### src/rtl/inst_fetch_if.sv
// inst_fetch_if: responder side of the PC fetch interface.
// Takes pc/ce from the PC register, fetches the instruction word from
// instruction memory over a req/ack port and returns it on inst.
// The last fetched word is held, and stallreq is raised while a fetch
// is outstanding.
// Optional feature macro: IF_TIMEOUT_EN. When it is defined, a request
// that gets no ack within TIMEOUT_CYC cycles is aborted and flagged on
// if_err.
//
// Handshake: rom_req rises on entry to REQ. rom_addr is held stable
// while rom_req=1. rom_ack is looked at only while rom_req=1, and the
// transfer completes in the cycle where rom_req and rom_ack are both 1.
// On that cycle rom_rdata is captured.
module inst_fetch_if #(
    parameter int                ADDR_W      = 32,
    parameter int                DATA_W      = 32,
    parameter int                TIMEOUT_CYC = 16,
    parameter logic [DATA_W-1:0] NOP_WORD    = '0
) (
    input  logic              clk,
    input  logic              rst,
    input  logic              ce,
    input  logic [ADDR_W-1:0] pc,
    input  logic              flush,
    output logic [DATA_W-1:0] inst,
    output logic              stallreq,
    output logic              rom_req,
    output logic [ADDR_W-1:0] rom_addr,
    input  logic [DATA_W-1:0] rom_rdata,
    input  logic              rom_ack,
    output logic              if_err,
    output logic              dbg_state
);

    typedef enum logic {IDLE = 1'b0, REQ = 1'b1} state_t;

    state_t            state, state_nxt;
    logic [ADDR_W-1:0] req_addr;
    logic [ADDR_W-1:0] hold_addr;
    logic [DATA_W-1:0] hold_data;
    logic              hold_vld;
    logic              drop;
    logic              hit;
    logic              miss_start;
    logic              ack;
    logic              tmo_fire;
    logic              done;

    if (TIMEOUT_CYC < 1) begin : g_bad_timeout
        $error("TIMEOUT_CYC must be at least 1");
    end

    assign hit        = hold_vld && (pc == hold_addr);
    assign miss_start = ce && !hit && !flush;
    assign ack        = (state == REQ) && rom_ack;
    assign done       = ack || tmo_fire;

`ifdef IF_TIMEOUT_EN
    localparam int TMO_W = $clog2(TIMEOUT_CYC + 1);

    logic [TMO_W-1:0] tmo_cnt;
    logic             if_err_q;

    assign tmo_fire = (state == REQ) && !rom_ack && (tmo_cnt == TMO_W'(TIMEOUT_CYC - 1));

    // Count REQ cycles without ack; restart from zero on each new request
    always_ff @(posedge clk or negedge rst) begin
        if (!rst) begin
            tmo_cnt <= '0;
        end else if (state == IDLE && miss_start) begin
            tmo_cnt <= '0;
        end else if (state == REQ && !rom_ack) begin
            tmo_cnt <= tmo_cnt + TMO_W'(1);
        end
    end

    // Sticky timeout flag, cleared only by reset
    always_ff @(posedge clk or negedge rst) begin
        if (!rst) begin
            if_err_q <= 1'b0;
        end else if (tmo_fire) begin
            if_err_q <= 1'b1;
        end
    end

    assign if_err = rst && if_err_q;
`else
    assign tmo_fire = 1'b0;
    assign if_err   = 1'b0;
`endif

    // State register
    always_ff @(posedge clk or negedge rst) begin
        if (!rst) begin
            state <= IDLE;
        end else begin
            state <= state_nxt;
        end
    end

    // Next state: start a fetch on a miss, return to IDLE on ack or abort
    always_comb begin
        state_nxt = state;
        case (state)
            IDLE: if (miss_start) state_nxt = REQ;
            REQ:  if (done)       state_nxt = IDLE;
            default: state_nxt = IDLE;
        endcase
    end

    // Request address and held word; pc is ignored while a request is open
    always_ff @(posedge clk or negedge rst) begin
        if (!rst) begin
            req_addr  <= '0;
            hold_addr <= '0;
            hold_data <= '0;
        end else begin
            if (state == IDLE && miss_start) begin
                req_addr <= pc;
            end
            if (ack) begin
                hold_data <= rom_rdata;
                hold_addr <= req_addr;
            end else if (tmo_fire) begin
                hold_data <= NOP_WORD;
                hold_addr <= req_addr;
            end
        end
    end

    // Held-word valid bit and the discard marker for flushed requests
    always_ff @(posedge clk or negedge rst) begin
        if (!rst) begin
            hold_vld <= 1'b0;
            drop     <= 1'b0;
        end else begin
            if (flush) begin
                hold_vld <= 1'b0;
            end else if (done) begin
                hold_vld <= !drop;
            end
            if (done) begin
                drop <= 1'b0;
            end else if (state == REQ && flush) begin
                drop <= 1'b1;
            end
        end
    end

    // Outputs are forced low while reset is asserted
    assign inst      = !rst ? '0 : ((ce && hit) ? hold_data : NOP_WORD);
    assign stallreq  = rst && miss_start;
    assign rom_req   = rst && (state == REQ);
    assign rom_addr  = {req_addr[ADDR_W-1:2], 2'b00};
    assign dbg_state = state;

endmodule

### config.mk
export PLATFORM = sky130hd
export DESIGN_NAME = inst_fetch_if
export DESIGN_NICKNAME = d
export VERILOG_FILES = /design/src/rtl/inst_fetch_if.sv
export SDC_FILE = /design/constraint.sdc
export NUM_CORES = 1
export LEC_CHECK = 0
export ABC_AREA = 1
export BUFFER_PORTS_ARGS = -buffer_cell sky130_fd_sc_hd__buf_2
export CAP_MARGIN = 20
export CORE_UTILIZATION = 30
export CTS_CLUSTER_DIAMETER = 120
export DETAILED_ROUTE_END_ITERATION = 6
export HOLD_SLACK_MARGIN = 0.05
export PLACE_DENSITY = 0.61
export SLEW_MARGIN = 20
export SYNTH_ARGS = -nofsm -noshare
export SYNTH_HDL_FRONTEND = slang
export SYNTH_SLANG_ARGS = --single-unit
### constraint.sdc
create_clock -name clk -period 3.8 [get_ports clk]
set_clock_uncertainty 0.05 [all_clocks]
set_input_delay 0.19 -clock clk [delete_from_list [all_inputs] [get_ports clk]]
set_output_delay 0.19 -clock clk [all_outputs]
set_load 0.05 [all_outputs]
# After elaboration in Yosys (flattened, before gate mapping)
# Index checks and enable logic that the tools add are counted.
[totals]
regBits = 99
in_bits = 69
out_inout_bits = 68
[classes]
eq_ne = 1
mux = 9
bitwise_logic = 1
reduce_logical = 14
[op_table]
columns = ["cell", "n"]
rows = [
  ["2-to-1 mux 32 bit", 2],
  ["== test 32 bit", 1],
  ["logical AND 1 bit", 9],
  ["2-to-1 mux 1 bit", 6],
  ["nonzero test 2 bit", 2],
  ["logical NOT 1 bit", 3],
  ["case mux 1 bit (2 select lines)", 1],
  ["inverter 1 bit", 1],
]

# Longest topological paths before layout
# Gate-level depths: netlist of run 1.
[logic_depth]
depth_word = 7
ltp_mapped = 13

# Worst setup path before layout of run 1
# OpenSTA, ideal clock, no wires.
[synth_timing]
path_type = "register -> output"
from = "reg hold_addr[30]"
to = "out inst[10]"
arrival_ps = 1857
t_required_ps = 3560
slack_ps = 1703
path_stages_with_launch = 10
cell_sequence = "dfrtp_1 xor2_1 nor3_1 nand2_1 nor2_1 nand2_1 nor2_2 nand3_2 buf_6 nor2_1"
[synth_between]
elab_chain_cells = 5
[synth_rtl]
columns = ["element", "line", "source"]
rows = [
  ["start, declared", "39", "logic [ADDR_W-1:0] hold_addr;"],
  ["start signal, assigned", "123", "hold_addr <= req_addr;"],
  ["start signal, assigned", "126", "hold_addr <= req_addr;"],
  ["== test 32 bit", "53", "assign hit = hold_vld && (pc == hold_addr);"],
  ["logical AND 1 bit", "53", ""],
  ["logical AND 1 bit", "151", "assign inst = !rst ? '0 : ((ce && hit) ? hold_data : NOP_WORD);"],
  ["2-to-1 mux 32 bit (2 in series)", "151", ""],
  ["end, declared", "25", "output logic [DATA_W-1:0] inst,"],
]
# No other way between the ends.

# Final worst setup path of run 1
[layout_timing]
from = "in pc[0]"
to = "out inst[3]"
[layout_between]
elab_chain_cells = 5
[layout_rtl]
columns = ["element", "line", "source"]
rows = [
  ["start, declared", "23", "input logic [ADDR_W-1:0] pc,"],
  ["== test 32 bit", "53", ""],
  ["logical AND 1 bit", "53", ""],
  ["logical AND 1 bit", "151", ""],
  ["2-to-1 mux 32 bit (2 in series)", "151", ""],
]
# No other way between the ends.

==> impl_metrics.csv, run 1 <==
group,metric,value,unit
run_status,outcome,"finished clean",
sta,slew_headroom,0.5268,
sta,drv_slew,0,
logic_synthesis,synth_area,0.005111,mm²
sta,timing.fmax,0.3435,GHz
place,io_buffers,133,
global_route,grt.overflow.total,0,
pwr,p_leak,3.489,nW
final_layout,final_cells,1038,
sta,tightest_slew,709.8,ps
setup_path,cp_slowest_cell,"dlygate4sd3_1",
logic_synthesis,synth_cells,684,
clock_tree,clkLatencyLatePin,350,ps
die,die_area,0.01756,mm²
global_route,grt_pass1_vias,4254,
pwr,ir_worst_vdd,308.4,µV
clock_tree,postCtsSetupBuffers,0,
clock_tree,clk_pin_slew_worst_paths,70,ps
flow_run,maxCapViolations,0,
global_route,grt_first_pass_wirelength,22500,µm
clock_tree,cts.sink_count,99,
setup_path,crit_family,"simple AND/OR/NAND/NOR gates",
route,drt_first_pass_iters,5,
logic_synthesis,synth-seq-cells,99,
sta,fin_crit_sh,0.7662,
sta,hold_viol,0,
logic_synthesis,syn_area_per_cell,7.472,µm²
die,fp.dieW,132.5,µm
setup_path,crit_arrival,2670,ps
clock_tree,tritoncts,"built",
place,place_inst,983,
setup_path,cp.required,3560,ps
global_route,antenna_found_initial,0,
route,drtIter0Drc,214,
route,wl,13910,µm
die,rows,47,
setup_path,worstSetupStartpointType,"input pin",
setup_path,critPathKind,"input pin to output port",
clock_tree,root_buffer,"clkbuf_16",
logic_synthesis,ys_seq_area_frac,0.4847,
sta,setup_violations,0,
die,core-area,0.01658,mm²
clock_tree,htree_levels,3,
final_layout,fin_area,0.006397,mm²
logic_synthesis,yosysUniqueCellTypes,27,
final_layout,antennaDiodeCount,0,
final_layout,final_cell_mix,"nand2_1 (240), buf_2 (132), dfrtp_1 (99)",
final_layout,drive_gt1_frac,0.2042,
die,start_util,0.3082,
clock_tree,cts_resized,0,
final_layout,mostFrequentLayoutCell,"nand2_1",
min_path,hp-class,"input pin to flip-flop",
setup_path,worstPathMaxFanout,32,
pwr,total_power,3.305,mW
pwr,p_per_area,516.7,mW/mm²
logic_synthesis,ys_warn_count,0,
setup_path,slowest_delay,550,ps
route,vias_per_cell,4.328,
place,dpl_cell_area,0.005703,mm²
global_route,grt_max_degree,61,
clock_tree,hold_buffers,37,
die,num_io_pins,137,
global_route,grt.total_usage,0.1635,
sta,grt_setup_unrepaired,"false",
sta,fin_crit,2912,ps
sta,fin_setup_tns,0,ps
place,gp_congestion,0.8759,
clock_tree,clock_path_buffers,2,
route,ant_nets,0,
final_layout,fin_nets,882,
route,wl_per_cell,13.40,µm
setup_path,path_cells,"dlygate4sd3_1 > buf_2 > inv_1 > o21ai_1 > nor3_1 > nand2_1 > nor2_1 > nand2_1 > nor2_2 > nand3_2 > nor2_1 > buf_2",
route,drc_errors,0,
setup_path,cp-end-kind,"output port",
final_layout,syn2layout_area_growth,25.17,%
route,vias,4492,
place,dpl.hpwl,9686,µm
setup_path,critPathBufInv,4,
clock_tree,cts-buffers-inserted,9,
die,dieHeight,132.5,µm
-- layer usage --
layer,vias to the layer above,GRT usage,part of all wire
met5,-,0,0
met4,0,0.04023,0.010
met3,13,0.03793,0.059
met2,141,0.2670,0.45
met1,2015,0.2182,0.48
li1,2323,-,-
-- cells in the mapped netlist --
library cell    n  area share
or2_1           1      0.0012
and3_1          1      0.0012
xor2_1          3      0.0051
inv_1          86       0.063
a211oi_1        1      0.0015
o21ai_0        59       0.058
nand3_4         1      0.0034
conb_1          1     0.00073
nand2_1       240        0.18
dfrtp_1        99        0.48
nand3b_1        2      0.0029
buf_4          33       0.048
nand4_1        36       0.044
o22ai_1         2      0.0024
a21oi_1         1     0.00098
nor2_1         65       0.048
nand3_2         2      0.0039
clkbuf_1       18       0.013
xnor2_1         4      0.0069
clkinv_1        3      0.0022
nand3_1         3      0.0029
nor3_1          5      0.0049
inv_2           4      0.0029
buf_6           6       0.013
o21ai_1         2      0.0020
nor2_2          1      0.0012
buf_2           5      0.0049
-- kinds of logic after synthesis --
logic type      share of synthesized area
compound gates                    0.06463
xor+xnor                          0.01200
buf+inv                            0.1481
flops                              0.4847
other cells                     0.0007337
simple gates                       0.2898
-- sequential cells by signal (all words and copies together) (netlist names) --
register / cells
dbg_state: 1
hold_addr: 32
req_addr: 32
hold_data: 32
hold_vld: 1
drop: 1
-- where the power goes --
part	switching (mW)	internal (mW)	total (mW)
clock	0.425	0.468	0.894
sequential	0.137	1.30	1.44
combinational	0.673	0.298	0.971
total	1.24	2.07	3.31
-- final timing paths --
check                              startpoint            end  slack [ps]  cells past startpoint
worst min register to register           drop       hold_vld         410                      1
worst max register to register  hold_addr[22]      dbg_state        1590                      8
max in group asynchronous                 rst  hold_addr[24]        2710                      3
worst max-delay path                    pc[0]        inst[3]         890                     12
worst min-delay path                    pc[4]    req_addr[4]          60                      3
min in group asynchronous                 rst   hold_addr[2]         460                      3
-- metrics by stage --
stage	setup WS (ps)	util	hold WS, ps
after floorplan	1703	-	-155.6
after global placement	1264	0.3439	318.5
after detailed placement	1311	0.3439	331.2
after CTS	862.3	0.3834	52.38
after global routing	600.4	0.3858	58.19
final	888.4	0.3858	59.99
-- final cells by class --
class                      count  area [µm²]
inverter                      93       350.3
multi-input combinational    432        1887
tap                          220       275.3
clock buffer                  10       239.0
clock inverter                 6       46.29
fill                        1744       10190
timing repair buffer         178        1122
sequential                    99        2477
-- tightest hold or removal path, stage by stage --
cell,delay [ps]
buf_2,110
nand4_1,70
nand2_1,50
Power figures use the tool's default switching activity.
==> run 2, diff against run 1 <==
--- a/config.mk
+++ b/config.mk
@@ -12,7 +12,7 @@
 export CTS_CLUSTER_DIAMETER = 120
 export DETAILED_ROUTE_END_ITERATION = 6
 export HOLD_SLACK_MARGIN = 0.05
-export PLACE_DENSITY = 0.61
+export PLACE_DENSITY = 0.63
 export SLEW_MARGIN = 20
 export SYNTH_ARGS = -nofsm -noshare
 export SYNTH_HDL_FRONTEND = slang
==> constraint.sdc (replaced) <==
create_clock -name clk -period 2.61 [get_ports clk]
set_clock_uncertainty 0.05 [all_clocks]
set_input_delay 0.1305 -clock clk [delete_from_list [all_inputs] [get_ports clk]]
set_output_delay 0.1305 -clock clk [all_outputs]
set_load 0.05 [all_outputs]
==> run 2 against run 1 <==
  * Wire length about the same
  * Register-to-register slack got worse by 970 ps
  * Critical path depth down 1
  * Sequential share of layout area decreased by 1.9 points
  * First-iteration DRC count increased by 44%
  * Final cell count up 2.8%
  * Flip-flop and latch count stayed put
  * Global-route usage rose by 0.20 points
  * Critical path type unchanged
  * Worst hold slack improved by 140 ps
==> impl_metrics.csv, run 2 (synthesis gave the netlist of run 1 again) <==
group,metric,value,unit
global_route,grt_first_pass_wirelength,22850,µm
die,start_util,0.3082,
die,dieHeight,132.5,µm
route,vias,4661,
final_layout,utilization,0.4052,
clock_tree,clock_path_buffers,2,
pwr,ir_worst_vdd,467.4,µV
clock_tree,clkLatencyLatePin,350,ps
sta,hold_slack,203.1,ps
pwr,total_power,5.036,mW
global_route,grt.overflow.total,0,
setup_path,cp_slowest_cell,"dlygate4sd3_1",
setup_path,critPathKind,"input pin to output port",
setup_path,path_cells,"dlygate4sd3_1 > buf_2 > xnor2_1 > nand3_1 > nor2_1 > nand4_1 > nor2_1 > nand3_2 > buf_4 > nor2_1 > buf_2",
setup_path,cp.required,2430,ps
final_layout,fin_nets,912,
place,dp_slack,629.4,ps
clock_tree,clk_pin_slew_worst_paths,60,ps
setup_path,critPathBufInv,4,
die,num_io_pins,137,
setup_path,worstPathMaxFanout,32,
final_layout,drive_gt1_frac,0.1948,
sta,fin_crit,2419,ps
setup_path,slowest_delay,530,ps
route,drc_errors,0,
route,ant_nets,0,
sta,fin_ws,191.4,ps
global_route,grt_pass1_vias,4467,
sta,slew_headroom,0.3595,
setup_path,crit_arrival,2240,ps
clock_tree,root_buffer,"clkbuf_16",
final_layout,final_cell_mix,"nand2_1 (240), buf_2 (132), dfrtp_1 (99)",
route,vias_per_cell,4.368,
sta,setup_violations,0,
setup_path,crit_family,"buffers and inverters",
sta,hold_viol,0,
pwr,p_leak,3.626,nW
place,io_buffers,133,
clock_tree,htree_levels,3,
sta,fin_crit_sh,0.9267,
sta,drv_slew,0,
route,drt_first_pass_iters,5,
die,rows,47,
die,die_area,0.01756,mm²
sta,timing.fmax,0.4135,GHz
global_route,antenna_found_initial,0,
setup_path,worstSetupStartpointType,"input pin",
die,fp.dieW,132.5,µm
final_layout,mostFrequentLayoutCell,"nand2_1",
final_layout,syn2layout_area_growth,31.48,%
route,wl_per_cell,13.03,µm
setup_path,cp-end-kind,"output port",
flow_run,maxCapViolations,0,
global_route,grt.total_usage,0.1655,
place,dpl.hpwl,9496,µm
setup_path,cpMostUsedCell,"nor2_1",
clock_tree,tritoncts,"built",
final_layout,antennaDiodeCount,0,
die,core-area,0.01658,mm²
sta,fin_setup_tns,0,ps
global_route,grt_max_degree,77,
min_path,hp-class,"input pin to async pin",
route,wl,13900,µm
run_status,outcome,"finished clean",
pwr,p_per_area,749.4,mW/mm²
sta,grt_setup_unrepaired,"false",
clock_tree,cts-buffers-inserted,9,
route,drtIter0Drc,308,
place,gp_congestion,0.8389,
clock_tree,cts.sink_count,99,
final_layout,reg_top3,"hold_addr (32), hold_data (32), req_addr (32)",
sta,tightest_slew,960.8,ps
==> run 2: layer usage <==
| layer | share of wire | GRT usage |
|---|---|---|
| met5 | 0 | 0 |
| met4 | 0.0057 | 0.03129 |
| met3 | 0.057 | 0.04483 |
| met2 | 0.46 | 0.2687 |
| met1 | 0.48 | 0.2219 |
==> run 2: final timing paths <==
check	from	slack, ps	endpoint	cells after the start
worst max-delay path	pc[14]	190	inst[20]	11
worst min-delay path	rst	200	req_addr[2]	2
worst max register to register	hold_addr[22]	620	dbg_state	8
worst min register to register	drop	390	hold_vld	1
max in group asynchronous	rst	1020	hold_addr[18]	3
min in group clk	drop	390	hold_vld	1
==> run 2: metrics by stage <==
stage          cell area (µm²)  instances
2_1_floorplan             5119        686
3_3_place_gp              5718        985
3_5_place_dp              5718        985
4_1_cts                   6720       1067
5_1_grt                   6720       1067
6_report                  6720       1067
==> run 2: cell type report <==
type	instances	area, µm²
sequential	99	2477
inverter	93	350.3
fill	1690	9863
timing repair buffer	208	1399
multi-input combinational	432	1887
tap	220	275.3
clock inverter	5	102.6
clock buffer	10	229.0
==> run 2: what timing repair did <==
| item | in CTS | in global routing |
|---|---|---|
| hold endpoints to repair | 89 | 0 |
| gates resized for setup | 0 | 0 |
| hold buffers | 67 | 0 |
| setup buffers | 0 | 0 |
==> run 2: worst reg2reg max path, delay by kind of cell (launching register included) <==
kind	cells	cell delay, ps
flip-flops	1	390
AND/OR/NAND/NOR	6	1100
XOR/XNOR	1	210
AO/OA/AOI/OAI	1	110
==> run 2: where the power goes <==
group	internal [mW]	switching, mW	total [mW]
Combinational	0.455	0.987	1.44
Clock	0.930	0.572	1.50
Sequential	1.90	0.193	2.09
Total	3.28	1.75	5.04
==> run 3, diff against run 2 <==
--- a/config.mk
+++ b/config.mk
@@ -12,7 +12,7 @@
 export CTS_CLUSTER_DIAMETER = 120
 export DETAILED_ROUTE_END_ITERATION = 6
 export HOLD_SLACK_MARGIN = 0.05
-export PLACE_DENSITY = 0.63
+export PLACE_DENSITY_LB_ADDON = 0.08
 export SLEW_MARGIN = 20
 export SYNTH_ARGS = -nofsm -noshare
 export SYNTH_HDL_FRONTEND = slang
==> run 3 against run 2 <==
  * Count of clock-buffer cells in the layout is 1 lower
  * Wire length is 3.7% higher
  * Register-to-register slack worse by 40 ps
  * Critical endpoint is now inst[0]
  * Highest routed layer unchanged
  * Via count is 0.71% lower
  * Clock power is 3% lower
  * Largest power group unchanged
==> impl_metrics.csv, run 3 (synthesis gave the netlist of run 1 again) <==
group,metric,value,unit
pwr,p_leak,3.645,nW
final_layout,utilization,0.4067,
die,rows,47,
route,wl_per_cell,13.46,µm
setup_path,r2r-start,"hold_addr[18]",
min_path,hold_path.startpoint,"ce",
global_route,antenna_found_initial,0,
sta,timing.fmax,0.4048,GHz
global_route,grt.total_usage,0.1722,
clock_tree,postCtsSetupBuffers,0,
route,ant_nets,0,
final_layout,reg_top3,"hold_addr (32), hold_data (32), req_addr (32)",
global_route,grt_first_pass_wirelength,23840,µm
setup_path,ff2ff_path_depth,10,
run_status,outcome,"finished clean",
final_layout,drive_gt1_frac,0.1998,
sta,tightest_slew,565.6,ps
route,vias,4628,
pwr,clockPowerShare,0.290,
clock_tree,tritoncts,"built",
route,vias_per_cell,4.321,
clock_tree,cts.sink_count,99,
setup_path,critPathLaunch,"pc[14]",
route,drc_errors,0,
pwr,p_switching,1.792,mW
pwr,switching_share,0.3591,
final_layout,syn2layout_area_growth,31.97,%
die,start_util,0.3082,
pwr,p_per_area,739.9,mW/mm²
route,drtIter0Drc,207,
die,die_area,0.01756,mm²
place,io_buffers,133,
pwr,combPwrFrac,0.291,
pwr,internal_power,3.198,mW
flow_run,maxCapViolations,0,
sta,drv_slew,0,
die,num_io_pins,137,
route,wl_met2,6467,µm
sta,fin_crit,2470,ps
route,top_layer,"met4",
min_path,hp-class,"input pin to flip-flop",
setup_path,cp.required,2430,ps
sta,hold_viol,0,
route,met3WireLength,651,µm
global_route,grt_max_degree,91,
place,gp_congestion,0.7982,
final_layout,antennaDiodeCount,0,
die,core-area,0.01658,mm²
final_layout,fin_nets,915,
min_path,min_path_cells,5,
clock_tree,clkLatencyLatePin,350,ps
clock_tree,cts-buffers-inserted,9,
route,routedLengthMet1,7159,µm
pwr,ir_worst_vdd,300.7,µV
clock_tree,clock_path_buffers,2,
global_route,grt_pass1_vias,4592,
setup_path,critPathKind,"input pin to output port",
clock_tree,htree_levels,3,
clock_tree,clk_pin_slew_worst_paths,70,ps
setup_path,worstSetupStartpointType,"input pin",
sta,slew_headroom,0.6229,
setup_path,cp-end-kind,"output port",
pwr,power_frac_seq,0.419,
sta,fin_crit_sh,0.9465,
final_layout,final_cell_mix,"nand2_1 (240), buf_2 (130), dfrtp_1 (99)",
die,dieHeight,132.5,µm
route,drt_first_pass_iters,4,
global_route,grt.overflow.total,0,
sta,grt_setup_unrepaired,"false",
place,dpl.hpwl,10020,µm
setup_path,worstPathMaxFanout,32,
clock_tree,root_buffer,"clkbuf_16",
die,fp.dieW,132.5,µm
final_layout,mostFrequentLayoutCell,"nand2_1",
setup_path,crit_arrival,2290,ps
sta,fin_setup_tns,0,ps
sta,setup_violations,0,
route,wl,14420,µm
## run 3: changes by cell type in the layout (fill, tap and decap cells not counted), sizes merged
cell	delta
buf	+2
bufinv	-1
clkinv	+3
clkinvlp	-1
inv	+1
## run 3: layout make-up
type,count,area [µm²]
clock buffers,9,225.2
clock inverters,7,92.59
fillers,1754,9838
inverters,93,349.1
multi-input cells,432,1887
flip-flops and latches,99,2477
well taps,220,275.3
repair buffers,211,1439
## run 3: worst max-delay path, stage by stage
cell,delay (ps)
dlygate4sd3_1,520
buf_2,140
xnor2_1,170
nand3_1,120
nor2_1,110
nand4_1,110
nor2_1,200
nand3_2,110
buf_4,250
nor2_1,140
buf_2,280
## run 3: per-stage QoR
step / total power [mW] / worst slack (ps) / hold slack (ps) / instances / cell area [µm²]
floorplan: 3.211 / 572.7 / -215.1 / 686 / 5119
CTS: 5.058 / 128.9 / 151.3 / 1071 / 6740
finish: 4.991 / 139.6 / 163.4 / 1071 / 6745
detailed placement: 3.508 / 538.5 / 192.6 / 988 / 5752
global placement: 3.488 / 534.8 / 178.2 / 988 / 5752
global route: 5.334 / 2.552 / 217.8 / 1071 / 6745
## run 3: path summary, 6_finish.rpt
check                           slack [ps]            end
worst min-delay path                   160    req_addr[0]
worst max register to register         580      dbg_state
worst min register to register         410       hold_vld
min in group asynchronous              360    req_addr[1]
max in group asynchronous             1670  hold_addr[29]
worst max-delay path                   140        inst[0]
## run 3: timing repair
action	4_1_cts	5_1_grt
endpoints found under the setup margin	0	2
hold endpoints to repair	165	0
hold buffers	67	0
gates resized for setup	0	3
## run 3: power groups by stage
stage               Sequential (mW)  Combinational [mW]  Clock [mW]
finish                         2.09                1.45        1.45
global route                   2.14                1.64        1.55
CTS                            2.09                1.47        1.49
detailed placement             2.12                1.39           0
global placement               2.12                1.37           0
floorplan                      2.08                1.13           0
## run 3: metal layers
layer | vias to the layer above | GRT usage
li1 | 2400 | -
met1 | 2098 | 0.2390
met2 | 119 | 0.2728
met3 | 11 | 0.03410
met4 | 0 | 0.04598
met5 | - | 0
